<file path="src/rtl/shake_input_buffer.sv">
// Collects 64-bit message words into one SHAKE rate block, applies domain/final padding,
// and holds the finished block for the permute FSM until it is cleared.
module shake_input_buffer #(
  parameter int          RATE_WORDS = 17,
  parameter logic [7:0]  DOMAIN_PAD = 8'h1F
) (
  input  logic                     clk,
  input  logic                     rst,
  input  logic [63:0]              data_in,
  input  logic                     data_valid,
  output logic                     data_ready,
  input  logic                     data_last,
  input  logic [3:0]               data_len,
  output logic [64*RATE_WORDS-1:0] block_out,
  output logic                     input_buffer_ready,
  output logic                     last_block_in_input_buffer,
  input  logic                     input_buffer_ready_clr,
  input  logic                     last_block_in_buffer_clr
);

  localparam int            WW       = $clog2(RATE_WORDS);
  localparam logic [WW-1:0] LAST_IDX = WW'(RATE_WORDS - 1);
  localparam logic [WW-1:0] ONE      = WW'(1);

  typedef enum logic [1:0] {FILL, HOLD, RELEASE, PADBLK} state_t;

  state_t        state, state_d;
  logic [63:0]   blk   [RATE_WORDS];
  logic [63:0]   blk_d [RATE_WORDS];
  logic [WW-1:0] wcnt, wcnt_d;
  logic          pad_pending, pad_d;
  logic          last_q, last_d;
  logic [63:0]   fw;
  logic          take;
  logic          len_full;

  assign take     = data_valid && data_ready;
  assign len_full = (data_len >= 4'd8);

  always_ff @(posedge clk) begin
    if (rst) state <= FILL;
    else     state <= state_d;
  end

  always_comb begin
    state_d = state;
    case (state)
      FILL:    if (take && (data_last || wcnt == LAST_IDX)) state_d = HOLD;
      HOLD:    if (input_buffer_ready_clr) state_d = RELEASE;
      RELEASE: state_d = pad_pending ? PADBLK : FILL;
      PADBLK:  state_d = HOLD;
      default: state_d = FILL;
    endcase
  end

  always_comb begin
    data_ready                 = (state == FILL);
    input_buffer_ready         = (state == HOLD);
    last_block_in_input_buffer = last_q;
  end

  // Block update: word capture and padding in FILL, zeroing on RELEASE exit, pad-only block in PADBLK.
  always_comb begin
    blk_d  = blk;
    wcnt_d = wcnt;
    pad_d  = pad_pending;
    last_d = last_q;
    fw     = '0;
    case (state)
      FILL: begin
        if (take) begin
          wcnt_d = (wcnt == LAST_IDX) ? '0 : wcnt + ONE;
          if (!data_last) begin
            blk_d[wcnt] = data_in;
            last_d      = 1'b0;
          end else begin
            wcnt_d = '0;
            for (int i = 0; i < 8; i++) begin
              if (4'(i) < data_len)       fw[8*i +: 8] = data_in[8*i +: 8];
              else if (4'(i) == data_len) fw[8*i +: 8] = DOMAIN_PAD;
            end
            blk_d[wcnt] = fw;
            if (!len_full) begin
              blk_d[RATE_WORDS-1][63:56] = blk_d[RATE_WORDS-1][63:56] | 8'h80;
              last_d = 1'b1;
            end else if (wcnt != LAST_IDX) begin
              blk_d[wcnt + ONE][7:0]     = DOMAIN_PAD;
              blk_d[RATE_WORDS-1][63:56] = blk_d[RATE_WORDS-1][63:56] | 8'h80;
              last_d = 1'b1;
            end else begin
              // Full block with no room for padding: a pad-only block follows after release.
              last_d = 1'b0;
              pad_d  = 1'b1;
            end
          end
        end
      end
      HOLD: begin
        if (input_buffer_ready_clr || last_block_in_buffer_clr) last_d = 1'b0;
      end
      RELEASE: begin
        for (int k = 0; k < RATE_WORDS; k++) blk_d[k] = '0;
      end
      PADBLK: begin
        blk_d[0][7:0]              = DOMAIN_PAD;
        blk_d[RATE_WORDS-1][63:56] = blk_d[RATE_WORDS-1][63:56] | 8'h80;
        pad_d  = 1'b0;
        last_d = 1'b1;
      end
      default: ;
    endcase
  end

  always_ff @(posedge clk) begin
    if (rst) begin
      for (int k = 0; k < RATE_WORDS; k++) blk[k] <= '0;
      wcnt        <= '0;
      pad_pending <= 1'b0;
      last_q      <= 1'b0;
    end else begin
      blk         <= blk_d;
      wcnt        <= wcnt_d;
      pad_pending <= pad_d;
      last_q      <= last_d;
    end
  end

  for (genvar k = 0; k < RATE_WORDS; k++) begin : g_flat
    assign block_out[64*k +: 64] = blk[k];
  end

endmodule

</file>
<file path="config.mk">
export PLATFORM = sky130hd
export DESIGN_NAME = shake_input_buffer
export DESIGN_NICKNAME = d
export VERILOG_FILES = /design/src/rtl/shake_input_buffer.sv
export SDC_FILE = /design/constraint.sdc
export NUM_CORES = 2
export LEC_CHECK = 0
export ABC_AREA = 1
export BUFFER_PORTS_ARGS = -buffer_cell sky130_fd_sc_hd__clkbuf_2
export CORE_AREA = 2 2 457 459
export CTS_CLUSTER_SIZE = 16
export DETAILED_ROUTE_END_ITERATION = 7
export DIE_AREA = 0 0 459 461
export SYNTH_ARGS = -nofsm -noshare
export SYNTH_HDL_FRONTEND = slang
export SYNTH_SLANG_ARGS = --single-unit
</file>
<file path="constraint.sdc">
create_clock -name clk -period 3.6 [get_ports clk]
set_clock_uncertainty 0.2 [all_clocks]
set_input_delay 0.18 -clock clk [delete_from_list [all_inputs] [get_ports clk]]
set_output_delay 0.18 -clock clk [all_outputs]
set_load 0.01 [all_outputs]
</file>
# --- After elaboration in Yosys (flattened, before gate mapping) ---
# Cells that the tools add are included.
classes:
  n_div: 0
  n_addsub: 1
  bitwise: 3
  shifts: 0
  mul: 0
  n_eq_ne: 19
  n_reduce_logical: 19
  n_mux: 75
  magnitude_cmp: 13
op_table:
  columns: ["operator", "n"]
  rows:
  - ["$bwmux W1088", 3]
  - ["$mux W1088", 3]
  - ["$pmux W960 S2", 1]
  - ["$mux W1024", 1]
  - ["$demux W64 S5", 2]
  - ["$mux W8", 34]
  - ["$pmux W56 S2", 2]
  - ["$mux W64", 1]
  - ["$mux W56", 1]
  - ["$mux W5", 10]
  - ["$pmux W8 S3", 2]
  - ["$eq A3 B4 Y1 const A", 4]
  - ["$lt A3 B4 Y1 const A", 4]
  - ["$ge A6 B6 Y1 const B", 2]
  - ["$lt A6 B1 Y1 const B", 2]
  - ["$ne A2 B1 Y1 const B", 6]
  - ["$not A5 Y6", 2]
  - ["$mux W1", 9]
  - ["$eq A2 B4 Y1 const A", 2]
  - ["$lt A1 B4 Y1 const A", 2]
  - ["$lt A2 B4 Y1 const A", 2]
  - ["$pmux W2 S4", 1]
  - ["$reduce_and A2 Y1", 4]
  - ["$mux W2", 3]
  - ["other kinds (19)", 27]
word_totals:
  latchBits: 0
  output_inout_bits: 1091
  reg_bits: 1097
  word_cells: 154
  ramBits: 0
  romBits: 0
  n_memories: 0
  in_bits: 74

# --- Longest topological paths before layout ---
logic_depth:
  ltp_word: 13
  mapped_depth: 13
  depth_no_buf: 13

# --- Least setup slack after synthesis ---
# OpenSTA, ideal clock, no wires.
synth_timing:
  kind: "reg2reg"
  from: "reg state[1]"
  to: "reg blk, in the netlist block_out[24]"
  arrival_time_ps: 2033
  stages_incl_launch_ff: 12
  t_required_ps: 3283
  slack_ps: 1250
  period_less_slack_ps: 2350
  cell_sequence: "dfxtp_1 inv_1 ha_1 nand2_2 inv_2 nor2_2 buf_6 nor2_1 buf_4 buf_4 a21oi_1 nor2_1"
synth_via:
  elab_chain_len: 4
synth_rtl:
  columns: ["element", "line", "text"]
  rows:
  - ["start: declaration", "27", "state_t state, state_d;"]
  - ["start signal: assignment", "42", "else state <= state_d;"]
  - ["$logic_not A2 Y1 *", "57", "data_ready = (state == FILL);"]
  - ["via data_ready", "11", "output logic data_ready,"]
  - ["$logic_and A1 B1 Y1", "37", "assign take = data_valid && data_ready;"]
  - ["$ne A2 B1 Y1 (no line)", null, null]
  - ["$reduce_and A2 Y1 (no line)", null, null]
  - ["end signal: assignment", "121", "blk <= blk_d;"]
  - ["end: declaration", "28", "logic [63:0] blk [RATE_WORDS];"]
# The timed path passes the listed nets; every way through them passes the cells marked *.
# A chain may end at the register's enable or synchronous reset.

# --- Final worst setup path ---
layout_timing:
  from: "reg state[0]"
  to: "reg blk, in the netlist block_out[1030]"
layout_via:
  elab_chain_len: 4
layout_rtl:
  columns: ["element", "line"]
  rows:
  - ["$logic_not A2 Y1", "57, 69"]
  - ["$logic_and A1 B1 Y1", "37"]
  - ["$ne A2 B1 Y1 (no line)", null]
  - ["$reduce_and A2 Y1 (no line)", null]
# Several ways; a longest one is shown, not always the timed one.

==> reports/qor.yml <==
status: "finished, final reports clean"
dr.pass1.iters: 6
netlist.area_leader.share: 0.499
worstSkewPairLatency_ns: 0.80
fin_nets: 7315
r2r-start: "state[0]$_SDFFE_PP0P_"
ant_nets: 0
path_buf_inv: 4
grt-busiest-layer: "met2"
max_freq_ghz: 0.287
p_per_area_mw_per_mm2: 658
drive_above_1_share: 0.239
dpl.hpwl_mm: 197
hold_viol: 0
setup_viol: 0
cts_buffers: 130
tritoncts: "yes"
syn_nets: 6209
ys_ff_latch: 1097
place_congestion: 0.924
ctsLongestPathBuffers: 3
hold_start: "data_in[49]"
ir_drop_uv: 689
ctsResizeCount: 0
area_growth_pct: 33.4
yosys_warnings: 0
syn_inst: 6126
min_period_ns: 3.48
critPathMaxStageDelay_ns: 0.61
drc: 0
first_iter_violations: 5734
overflow: 0
fin_tns_setup_ns: 0
slew_headroom: 0.0905
place_ws_ns: 0.184
num_vias: 48800
ioPinCount: 1165
initial_core_util: 0.213
synth_flop_cell: "dfxtp_1"
p_total_uw: 38600
ys_types: 43
worstPathRequired_ns: 4.05
grt_pass1_wl_mm: 361
critPathMostFrequentCell: "nand2_1"
root_buffer: "clkbuf_16"
yosysSeqAreaShare: 0.499
crit_path_cell_trace: "inv_1 -> ha_2 -> inv_2 -> buf_4 -> nand2_1 -> nand2_4 -> nand2_1 -> nand2_1 -> a21oi_1 -> dlygate4sd3_1 -> nand2_1 -> a21oi_1"
antenna_found_initial: 43
grtUsageMet3: 0.0809
path_clk_slew_ns: 0.06
utilization: 0.284
post-route-period-util: 0.967
layout_setup_ws_ns: 0.119
gr-usage-met2: 0.363
die_area_mm2: 0.212
end_kind: "flop"
grt_util_all_layers: 0.244
portBuffers: 1164
cap_violations: 0
worstSetupStartpointType: "flop"
synth_edf_count: 0
yosysTopAreaCell: "dfxtp_1"
grt_pass1_vias: 43900
slew_violations: 0
clock_sinks: 1097
core_area_mm2: 0.206
wl_per_cell_um: 27.1
p_leak_uw: 0.0237
ys_top_cells_by_area: "dfxtp_1, nand2_1, a21oi_1"
syn_avg_cell_area_um2: 7.18
grtUsageMet1: 0.305
ys_top_cells_by_count: "nand2_1, a21oi_1, dfxtp_1"
rsz0062_at_grt: "no"
vias_per_cell: 4.85
synth_area_mm2: 0.0440
path_max_fanout: 15
die_h_um: 461
synthMostInstantiatedCell: "nand2_1"
hp-class: "primary input to flop"
worstPathArrival_ns: 3.93
crit_slowest_cell: "dlygate4sd3_1"
drt-total-wl_mm: 273
critical_path.top_delay_family: "buffers and inverters"
cts_max_level: 4
rows: 167
crit_type: "flop to flop"
async_reset_ff_frac: 0
grt_max_degree: 204
die_width_um: 459
crit_path_start: "state[0]$_SDFFE_PP0P_"
tightest_slew_ns: 1.35
-- power by group --
group	switching (uW)	internal, uW
combinational	8410	2510
sequential	532	12900
clock	5950	8270
-- routing by layer --
layer,share of wire,wire length [um]
met4,0.067,18100
met3,0.12,31600
met2,0.43,116000
met1,0.39,107000
met5,0.00048,132
-- cell families (layout without fill, tap and decap cells) --
kind of cell               count (synthesis)  in the layout  synth area share
and+or+nand+nor                         2872           2872             0.258
AOI/OAI and AO/OA                       1477           1477             0.173
other                                      0             21                 0
buffers and inverters                    671           1882            0.0672
adders and majority gates                  9              9           0.00256
DFF                                     1097           1097             0.499
-- registers in the layout (all words and copies together), names as in the netlist --
name                        count
last_block_in_input_buffer      1
block_out                    1088
state                           2
pad_pending                     1
wcnt                            5
-- worst register-to-register path: cells and delay by family (launching register included) --
kind                       cells  cell delay (ns)
buffers and inverters          4             1.43
and+or+nand+nor                5             0.92
DFF                            1             0.40
AOI/OAI and AO/OA              2             0.12
adders and majority gates      1             0.25
-- repair_timing --
| action | in CTS | in global routing |
|---|---|---|
| setup buffers | 0 | 3 |
| endpoints found under the setup margin | 0 | 2 |
| hold buffers | 77 | 0 |
| hold endpoints to repair | 696 | 0 |
-- worst paths after layout --
kind | end | slack [ns] | depth (start not counted)
min | block_out[177]$_SDFFE_PP0P_ | 0.10 | 5
max | block_out[1030]$_SDFFE_PP0P_ | 0.12 | 12
max reg2reg | block_out[1030]$_SDFFE_PP0P_ | 0.12 | 12
min reg2reg | block_out[222]$_SDFFE_PP0P_ | 0.26 | 2
-- stage by stage --
| step | area (um2) | hold slack, ns | instances |
|---|---|---|---|
| after global placement | 53200 | 0.247 | 9724 |
| after global routing | 58600 | 0.100 | 10000 |
| after detailed placement | 53200 | 0.253 | 9724 |
| after CTS | 58600 | 0.00120 | 10000 |
| after floorplan | 44000 | 0.131 | 6126 |
| final | 58700 | 0.100 | 10100 |
-- placed cells by master, fill, tap and decap left out, types with 23 or more instances in the layout --
cell type,count
nand2_1,2390
clkbuf_2,1162
a21oi_1,1136
dfxtp_1,1097
o21ai_0,266
nor2_1,232
inv_1,151
buf_4,151
clkbuf_16,132
nand3_1,108
dlygate4sd3_1,77
inv_2,47
nor2_4,45
buf_12,41
clkbuf_1,26
or2_2,23
clkbuf_8,23
-- final cells by class --
cell class | instances | area (um2)
antenna | 21 | 52.6
inverter | 213 | 806
clock inverter | 56 | 842
sequential | 1097 | 22000
fill | 22500 | 148000
timing repair buffer | 1432 | 8560
clock buffer | 181 | 3720
multi-input combinational | 4358 | 19300
tap | 2704 | 3380
No activity file was read; power rests on OpenSTA's default activity.
